[src/rtl/hazard_pkg.sv]
// Shared types and defaults for the pipeline hazard controller.
//   fwd_sel_t    : execute-stage operand forward select encoding
//   miss_state_t : data-cache miss handling FSM states
package hazard_pkg;

    typedef enum logic [1:0] {
        FWD_RF  = 2'b00,
        FWD_WB  = 2'b01,
        FWD_ALU = 2'b10
    } fwd_sel_t;

    typedef enum logic [1:0] {
        IDLE,
        MISS_REQ,
        MISS_WAIT,
        RESUME
    } miss_state_t;

    localparam int DEF_TIMEOUT_CYCLES = 64;

endpackage

[src/rtl/fwd_sel.sv]
// Forward-select logic for one execute-stage operand (pure combinational).
// Ports:
//   rs          : execute-stage source register of this operand
//   rd_m, rd_w  : destination registers of the instructions in M and W
//   reg_write_m : write enable of the instruction in M
//   reg_write_w : write enable of the instruction in W
//   sel         : 00 regfile, 01 writeback result, 10 ALUResultM
module fwd_sel
    import hazard_pkg::*;
#(
    parameter int REG_AW = 5
) (
    input  logic [REG_AW-1:0] rs,
    input  logic [REG_AW-1:0] rd_m,
    input  logic [REG_AW-1:0] rd_w,
    input  logic              reg_write_m,
    input  logic              reg_write_w,
    output logic [1:0]        sel
);

    fwd_sel_t fwd;

    // M is younger than W, so its result wins; x0 is never forwarded.
    always_comb begin
        fwd = FWD_RF;
        if (reg_write_m && (rd_m != '0) && (rd_m == rs)) begin
            fwd = FWD_ALU;
        end else if (reg_write_w && (rd_w != '0) && (rd_w == rs)) begin
            fwd = FWD_WB;
        end
    end

    assign sel = fwd;

endmodule

[src/rtl/hazard_ctrl.sv]
// Pipeline hazard controller for the 5-stage RV32I core with data cache.
// Generates execute-stage forward selects, load-use / branch stall and flush
// controls, and sequences the data-cache refill handshake with memory.
// Ports:
//   clk, rst_n               : clock, asynchronous active-low reset
//   Rs1D, Rs2D               : decode-stage source registers
//   Rs1E, Rs2E, RdE          : execute-stage source / destination registers
//   RdM, RdW                 : memory / writeback destination registers
//   RegWriteM, RegWriteW     : write enables of instructions in M / W
//   LoadE, PCSrcE            : load in E, branch/jump taken in E
//   CacheMissM               : data-cache miss for the access in M
//   MemAck, RefillDone       : memory accepted request, refill line written
//   ForwardAE, ForwardBE     : operand forward selects
//   StallF/D/E/M, FlushD/E/W : pipeline register hold / bubble controls
//   MemReq                   : refill request to memory
//   Timeout                  : sticky refill-timeout error
// Optional build macro HAZARD_PERF_CNT_EN adds saturating performance counters
//   StallCycles, LoadUseCount, MissCount (CNT_W bits each).
module hazard_ctrl
    import hazard_pkg::*;
#(
    parameter int REG_AW         = 5,
    parameter int TIMEOUT_CYCLES = DEF_TIMEOUT_CYCLES
`ifdef HAZARD_PERF_CNT_EN
    ,
    parameter int CNT_W          = 32
`endif
) (
    input  logic              clk,
    input  logic              rst_n,
    input  logic [REG_AW-1:0] Rs1D,
    input  logic [REG_AW-1:0] Rs2D,
    input  logic [REG_AW-1:0] Rs1E,
    input  logic [REG_AW-1:0] Rs2E,
    input  logic [REG_AW-1:0] RdE,
    input  logic [REG_AW-1:0] RdM,
    input  logic [REG_AW-1:0] RdW,
    input  logic              RegWriteM,
    input  logic              RegWriteW,
    input  logic              LoadE,
    input  logic              PCSrcE,
    input  logic              CacheMissM,
    input  logic              MemAck,
    input  logic              RefillDone,
    output logic [1:0]        ForwardAE,
    output logic [1:0]        ForwardBE,
    output logic              StallF,
    output logic              StallD,
    output logic              StallE,
    output logic              StallM,
    output logic              FlushD,
    output logic              FlushE,
    output logic              FlushW,
    output logic              MemReq,
    output logic              Timeout
`ifdef HAZARD_PERF_CNT_EN
    ,
    output logic [CNT_W-1:0]  StallCycles,
    output logic [CNT_W-1:0]  LoadUseCount,
    output logic [CNT_W-1:0]  MissCount
`endif
);

    localparam int TCW = (TIMEOUT_CYCLES > 1) ? $clog2(TIMEOUT_CYCLES) : 1;
    localparam logic [TCW-1:0] T_LAST = TCW'(TIMEOUT_CYCLES - 1);

    miss_state_t    state;
    logic [TCW-1:0] wait_cnt;
    logic           busy;
    logic           load_use;
    logic           lu_stall;
    logic           br_flush;

    fwd_sel #(.REG_AW(REG_AW)) u_fwd_a (
        .rs          (Rs1E),
        .rd_m        (RdM),
        .rd_w        (RdW),
        .reg_write_m (RegWriteM),
        .reg_write_w (RegWriteW),
        .sel         (ForwardAE)
    );

    fwd_sel #(.REG_AW(REG_AW)) u_fwd_b (
        .rs          (Rs2E),
        .rd_m        (RdM),
        .rd_w        (RdW),
        .reg_write_m (RegWriteM),
        .reg_write_w (RegWriteW),
        .sel         (ForwardBE)
    );

    // MemReq and busy are registered alongside the state so they are clean
    // flop outputs; busy is high in every non-IDLE state.
    always_ff @(posedge clk or negedge rst_n) begin
        if (!rst_n) begin
            state    <= IDLE;
            wait_cnt <= '0;
            Timeout  <= 1'b0;
            MemReq   <= 1'b0;
            busy     <= 1'b0;
        end else begin
            case (state)
                IDLE: begin
                    if (CacheMissM) begin
                        state  <= MISS_REQ;
                        MemReq <= 1'b1;
                        busy   <= 1'b1;
                    end
                end
                MISS_REQ: begin
                    if (MemAck) begin
                        state  <= MISS_WAIT;
                        MemReq <= 1'b0;
                    end
                end
                MISS_WAIT: begin
                    if (RefillDone) begin
                        state    <= RESUME;
                        wait_cnt <= '0;
                    end else if (wait_cnt == T_LAST) begin
                        state    <= IDLE;
                        busy     <= 1'b0;
                        Timeout  <= 1'b1;
                        wait_cnt <= '0;
                    end else begin
                        wait_cnt <= wait_cnt + 1'b1;
                    end
                end
                RESUME: begin
                    state <= IDLE;
                    busy  <= 1'b0;
                end
                default: begin
                    state  <= IDLE;
                    MemReq <= 1'b0;
                    busy   <= 1'b0;
                end
            endcase
        end
    end

    // While a miss is outstanding the whole pipeline is frozen, so load-use
    // and branch responses are held off; a taken branch beats load-use.
    always_comb begin
        load_use = LoadE && (RdE != '0) && ((RdE == Rs1D) || (RdE == Rs2D));
        lu_stall = !busy && load_use && !PCSrcE;
        br_flush = !busy && PCSrcE;
        StallF   = busy || lu_stall;
        StallD   = busy || lu_stall;
        StallE   = busy;
        StallM   = busy;
        FlushD   = br_flush;
        FlushE   = br_flush || lu_stall;
        FlushW   = busy;
    end

`ifdef HAZARD_PERF_CNT_EN
    always_ff @(posedge clk or negedge rst_n) begin
        if (!rst_n) begin
            StallCycles  <= '0;
            LoadUseCount <= '0;
            MissCount    <= '0;
        end else begin
            if (StallF && (StallCycles != '1)) begin
                StallCycles <= StallCycles + 1'b1;
            end
            if (lu_stall && (LoadUseCount != '1)) begin
                LoadUseCount <= LoadUseCount + 1'b1;
            end
            if ((state == IDLE) && CacheMissM && (MissCount != '1)) begin
                MissCount <= MissCount + 1'b1;
            end
        end
    end
`endif

endmodule

[config.mk]
export PLATFORM = sky130hd
export DESIGN_NAME = hazard_ctrl
export DESIGN_NICKNAME = d
export VERILOG_FILES = /design/src/rtl/hazard_pkg.sv /design/src/rtl/fwd_sel.sv /design/src/rtl/hazard_ctrl.sv
export SDC_FILE = /design/constraint.sdc
export NUM_CORES = 1
export LEC_CHECK = 0
export BUFFER_PORTS_ARGS = -buffer_cell sky130_fd_sc_hd__buf_2
export CAP_MARGIN = 20
export CORE_UTILIZATION = 35
export DETAILED_ROUTE_END_ITERATION = 12
export PLACE_DENSITY = 0.68
export SKIP_CTS_REPAIR_TIMING = 1
export SLEW_MARGIN = 0
export SYNTH_ARGS = -nofsm -noshare
export SYNTH_HDL_FRONTEND = slang
export SYNTH_HIERARCHICAL = 1
export SYNTH_SLANG_ARGS = --single-unit
[constraint.sdc]
create_clock -name clk -period 1.44 [get_ports clk]
set_clock_uncertainty 0.05 [all_clocks]
set_input_delay 0.288 -clock clk [delete_from_list [all_inputs] [get_ports clk]]
set_output_delay 0.288 -clock clk [all_outputs]
set_load 0.02 [all_outputs]
==> summary.txt, run 1 <==
Status
  – Status: finished, violations left
  – Violated checks: setup timing

GRT
  – Largest net degree at the start of global routing: 12
  – Vias in the first global route: between 1000 and 1500
  – First-pass GRT wire length: 4284 um
  – Initial antenna violation count: 0
  – GRT Total Usage: 17.11%
  – Grt total ovfl: 0

Logic synthesis
  – Synth top area cells: dfrtp_1 27%, xor2_1 14%, xnor2_1 8.5%
  – Top cell type's share of synthesized area: 26.73%
  – Post-Syn Nets: 170
  – Fraction of registers with async set/reset: 100.0%
  – Sequential share of the synthesized area: 26.73%
  – Number of synthesized flops with an enable pin: 0
  – Syn avg cell area: 8.238 sq um
  – Library cells used by synthesis: 32
  – Synth Instances: 125
  – Flop and latch count out of synthesis: 11
  – Mapped Area: 1030 sq um
  – Largest area contributor in the netlist: dfrtp_1
  – Synth Flop Type: dfrtp_1
  – Ys Warns: 6

Worst setup path
  – Critical Path AT: 1.41 ns
  – Required time worst endpoint: 1.10 ns
  – Crit path max fanout: 3
  – Critical path launch point type: input pin
  – R2R Path Start: wait_cnt[0]
  – Crit path kind: input pin to primary output
  – Crit. End Element: primary output
  – Critical Path Start: RdE[0]

Finish
  – Final #Nets: 233
  – Number of diodes: 0
  – Area Growth Syn to Fin: 71.57%
  – Share of layout cells above drive strength 1: between 50% and 60%
  – Fillers: 216
  – Fin util: 63.52%
  – Reg area: 276.5 sq um
  – Area of the multi-input gates: slightly above 900 sq um

Floorplanning
  – Rows: 19
  – CORE AREA: 2781 sq um
  – Die height: 56.24 um
  – Boundary pin count: 57
  – Die area: 3163 sq um
  – Die Width: 56.24 um
  – Initial Utilization: 37.02%

STA
  – RSZ-0062 raised after global routing: yes
  – Fin. max-slew vios: 0
  – Slew @ Worst Pin: 0.3022 ns
  – Relative slew slack: between 70% and 80%
  – Setup TNS: -1.266 ns
  – Fmax: between 500 and 600 MHz
  – Hold_ws: 0.2537 ns
  – Tmin final: 1.750 ns
  – Final hold vios: 0
  – Setup-failing EPs final: 7
  – Final worst slack: -0.3103 ns
  – Final worst path period share: 121.6%

Clock tree
  – Htree depth: 1
  – Reg clk slew, reported paths: 0.07 ns
  – CTS tree: yes
  – Max clock buf depth: 2
  – Root Buffer: clkbuf_4
  – Clk sink count: 11
  – Clk_lat worst skew: 0.27 ns
  – CTS Buf Count: 3

Routing
  – Final WL: 3036 um
  – DRC: 0
  – Wire per inst: 13.93 um
  – Post-DR vias/cell: 5.161
  – DR iter-0 viols: 30
  – DRT Pass-1 Iters: 4
  – Detail Route Antenna Nets: 0
  – DR vias: 1125

Run
  – Max-Cap Viols: 0

Power and ir drop
  – Leak: 0.7677 nW
  – Power Density: roughly 950 nW/um^2
  – IR drop worst, VDD: between 0.0009 and 0.001 V

Placed design
  – GP Congestion: 0.8037
  – HPWL after DPL: 2077 um
  – Port-buffer cells: 56

Worst hold path
  – Critical hold path startpoint: MemAck
  – HP Class: input pin to flip-flop
sequential cells by signal, indices dropped and copies added, names as in the netlist:
name	flops
wait_cnt	6
state	2
FlushW	1
MemReq	1
Timeout	1
synthesized netlist by cell type (2+ instances only):
library cell / n
dfrtp_1: 11
nor3_1: 6
and3_1: 2
nand3b_1: 2
nand3_1: 7
nor3_2: 2
o41ai_2: 2
o22ai_1: 2
nor2_1: 9
a21oi_1: 6
nand2_1: 12
o31ai_1: 2
xnor2_1: 10
nor4_1: 2
xor2_1: 16
buf_4: 3
inv_1: 5
o21ai_0: 10
nand2b_1: 2
a211oi_2: 2
final timing paths:
check	end	slack [ns]	depth (start not counted)
worst max-delay path	StallF	-0.31	6
worst min-delay path	state[1]	0.25	3
worst max register to register	wait_cnt[4]	0.09	6
worst min register to register	Timeout	0.43	1
max in group asynchronous	FlushW	0.76	2
min in group asynchronous	wait_cnt[3]	0.35	2
kinds of logic (layout without fill, tap and decap cells):
logic type,Yosys count,after routing,synth area share (%)
fa+ha+maj,1,1,1.215
xor+xnor,26,26,22.11
flops,11,11,26.73
simple gates,48,48,24.66
compound gates,29,29,19.68
buf+inv,10,72,5.589
through the flow:
stage / worst slack [ns] / area (sq um) / std cells / power [mW]
4_1_cts: -0.3026 / 1413 / 216 / 1.511
3_5_place_dp: -0.3094 / 1386 / 212 / 1.290
3_3_place_gp: -0.2707 / 1386 / 212 / 1.259
2_1_floorplan: -0.2127 / 1069 / 125 / 1.020
6_report: -0.3103 / 1767 / 218 / 1.677
5_1_grt: -0.3518 / 1767 / 218 / 1.805
cell type report:
class,instances,share of cell area [%]
multi-input combinational,104,52.05
timing repair buffer,63,27.55
sequential,11,15.65
tap,31,2.195
clock buffer,4,1.487
inverter,5,1.062
routing by layer:
| metal | up-vias | part of all wire, % | track usage (%) |
|---|---|---|---|
| met1 | 511 | 40 | 19.71 |
| met2 | 48 | 53 | 29.93 |
| met3 | 6 | 5.3 | 4.186 |
| met5 | - | 0 | 0 |
| met4 | 0 | 1.6 | 7.317 |
| li1 | 560 | - | - |
power by group:
group	switching [mW]	internal [mW]	total, mW
clock network	0.106	0.107	0.214
registers	0.0924	0.408	0.501
logic	0.522	0.441	0.963
total	0.721	0.956	1.68
placed cells by master, fill, tap and decap left out, types with 4 or more instances in the layout:
cell     netlist  final
a21oi_1        6      5
buf_2          1     35
buf_4          3      7
buf_6          1     15
buf_8          0      4
dfrtp_1       11     10
nand2_1       12     10
nand3_1        7      6
nor2_1         9      7
o21ai_0       10     10
xnor2_2        0      8
xor2_1        16     15
worst max-delay path: stages:
cell     delay (ns)
buf_2          0.13
xor2_1         0.17
nor3_2         0.21
a22oi_2        0.14
o31ai_4        0.26
buf_2          0.21
No activity file was read; power rests on OpenSTA's default activity.
==> inputs of run 2 (changes only) <==
--- a/config.mk
+++ b/config.mk
@@ -10,6 +10,8 @@
 export CORE_UTILIZATION = 35
 export DETAILED_ROUTE_END_ITERATION = 12
 export PLACE_DENSITY = 0.68
+export RECOVER_POWER = 100
+export SETUP_SLACK_MARGIN = 0.3
 export SKIP_CTS_REPAIR_TIMING = 1
 export SLEW_MARGIN = 0
 export SYNTH_ARGS = -nofsm -noshare
==> run 2 against run 1 <==
- the run still ends with setup timing left
- maximum frequency is 3.2% higher
- register-to-register slack worse by 0.12 ns
- cell area is 8.4% higher
- via count is 6.8% higher
- critical path type unchanged
- routed wire length is 14% higher
- combinational power is 18% higher
- worst hold slack better by 0.035 ns
- global-route usage is 0.26 points lower
- sequential power is 6.6% higher
- sequential share of layout area is 1.1 points lower
- critical path depth is 1 lower
- largest power group unchanged
- core utilization is 5.3 points higher
==> summary.txt, run 2 (synthesized netlist as in run 1, its figures left out) <==
Worst setup path
  – Critical path launch point type: input pin
  – Crit path max fanout: 3
  – R2R Path Start: state[0]
  – Register-to-Register Path Depth: 4
  – Crit. End Element: primary output
  – R2R setup slack: -0.03 ns
  – Critical Path AT: 1.36 ns
  – Worst path max stage delay: 0.54 ns
  – Crit path kind: input pin to primary output
  – CP max stage cell: or4_4
  – Required time worst endpoint: 1.10 ns
  – Worst path cell trace: buf_8, or4_4, o21ai_4, o31ai_4, buf_6
  – R2r endpoint: wait_cnt[4]

Floorplanning
  – CORE AREA: ~2800 sq um
  – Die area: 3163 sq um
  – Die Width: 56.24 um
  – Rows: 19
  – Initial Utilization: 37.02%
  – Boundary pin count: 57
  – Die height: 56.24 um

Routing
  – DRT Pass-1 Iters: 4
  – Wire per inst: 14.97 um
  – DR iter-0 viols: 39
  – DR vias: ~1200
  – Detail Route Antenna Nets: 0
  – Final WL: 3459 um
  – DRC: 0
  – Post-DR vias/cell: ~5.2

Placed design
  – GP Congestion: around 0.9
  – Port-buffer cells: 56
  – Placed Cells: 215
  – HPWL after DPL: 2166 um
  – Area after DPL: 1504 sq um
  – Pre-CTS WS: -0.2872 ns

Finish
  – Fin util: 68.83%
  – Most flop-heavy register: wait_cnt
  – Fillers: 210
  – Final #Nets: 246
  – Final std cells w/o fill: 231
  – Area Growth Syn to Fin: 85.91%
  – Max FFs per register: 6
  – Largest registers: wait_cnt x6, state x2
  – Commonest non-fill, non-tap cell in the layout: buf_2
  – Most frequent cells in the layout: 34 x buf_2, 17 x buf_4, 16 x xor2_1
  – Share of layout cells above drive strength 1: around 61%
  – Number of diodes: 0
  – Final Instance Area: 1914 sq um

GRT
  – Largest net degree at the start of global routing: 12
  – GRT Total Usage: 16.85%
  – Grt total ovfl: 0
  – First-pass GRT wire length: around 4300 um
  – Vias in the first global route: roughly 1000
  – Initial antenna violation count: 0

Power and ir drop
  – Leak: 0.8242 nW
  – Power Density: 990.7 nW/um^2
  – IR drop worst, VDD: 0.001322 V
  – PnR Total Power: 1.896 mW

Clock tree
  – Max clock buf depth: 2
  – CTS Buf Count: 3
  – CTS tree: yes
  – Clk sink count: 11
  – Root Buffer: clkbuf_4
  – Htree depth: 1
  – Reg clk slew, reported paths: 0.08 ns
  – Clk_lat worst skew: 0.28 ns

STA
  – Final worst path period share: 117.7%
  – Relative slew slack: 58.93%
  – Final worst slack: -0.2554 ns
  – Slew @ Worst Pin: 0.6160 ns
  – Hold_ws: ~0.29 ns
  – Final hold vios: 0
  – Fmax: a little under 600 MHz
  – RSZ-0062 raised after global routing: yes
  – Setup TNS: -1.348 ns
  – Tmin final: 1.695 ns
  – Setup-failing EPs final: 9
  – Fin. max-slew vios: 0

Status
  – Status: finished, violations left
  – Violated checks: setup timing

Worst hold path
  – WHS Path Cells: 4
  – HP Class: input pin to flip-flop
  – Hold endpoint: state[0]
  – Critical hold path startpoint: MemAck

Run
  – Max-Cap Viols: 0
## run 2: changes by cell type in the layout (fill, tap and decap cells not counted), moves of 3 or more
| cell | delta |
|---|---|
| a21oi_2 | +3 |
| nand3_1 | -3 |
| buf_4 | +10 |
| a21oi_1 | -3 |
| clkbuf_1 | +3 |
| o21ai_0 | -3 |
## run 2: worst max-delay path, delay by kind of cell
family | cells | cell delay [ns]
buffers and inverters | 2 | 0.24
AO/OA/AOI/OAI | 2 | 0.28
AND/OR/NAND/NOR | 1 | 0.54
## run 2: layer usage
metal	share of wire, %	track usage, %
met2	55	29.76
met5	0	0
met1	38	20.74
met3	5.1	4.419
met4	1.2	3.136
## run 2: how the worst max path moves through the flow
stage	start	to	depth (start not counted)
finish	RdE[1]	StallF	5
global route	RdE[0]	FlushE	6
detailed placement	RdE[1]	StallD	5
floorplan	RdE[2]	StallF	5
global placement	RdE[1]	StallD	5
CTS	RdE[1]	StallF	5
## run 2: area by class of cell
class	count	area [sq um]	share of cell area, %
repair buffers	76	578.1	30.20
flip-flops and latches	11	279.0	14.58
well taps	31	38.79	2.026
inverters	5	18.77	0.9804
multi-input cells	104	973.4	50.85
clock buffers	4	26.28	1.373
## run 2: power by group
group          switching (mW)  total (mW)  leakage (nW)  internal (mW)
logic                   0.574        1.14         0.672          0.566
clock network           0.115       0.223        0.0150          0.108
registers               0.121       0.534         0.138          0.413
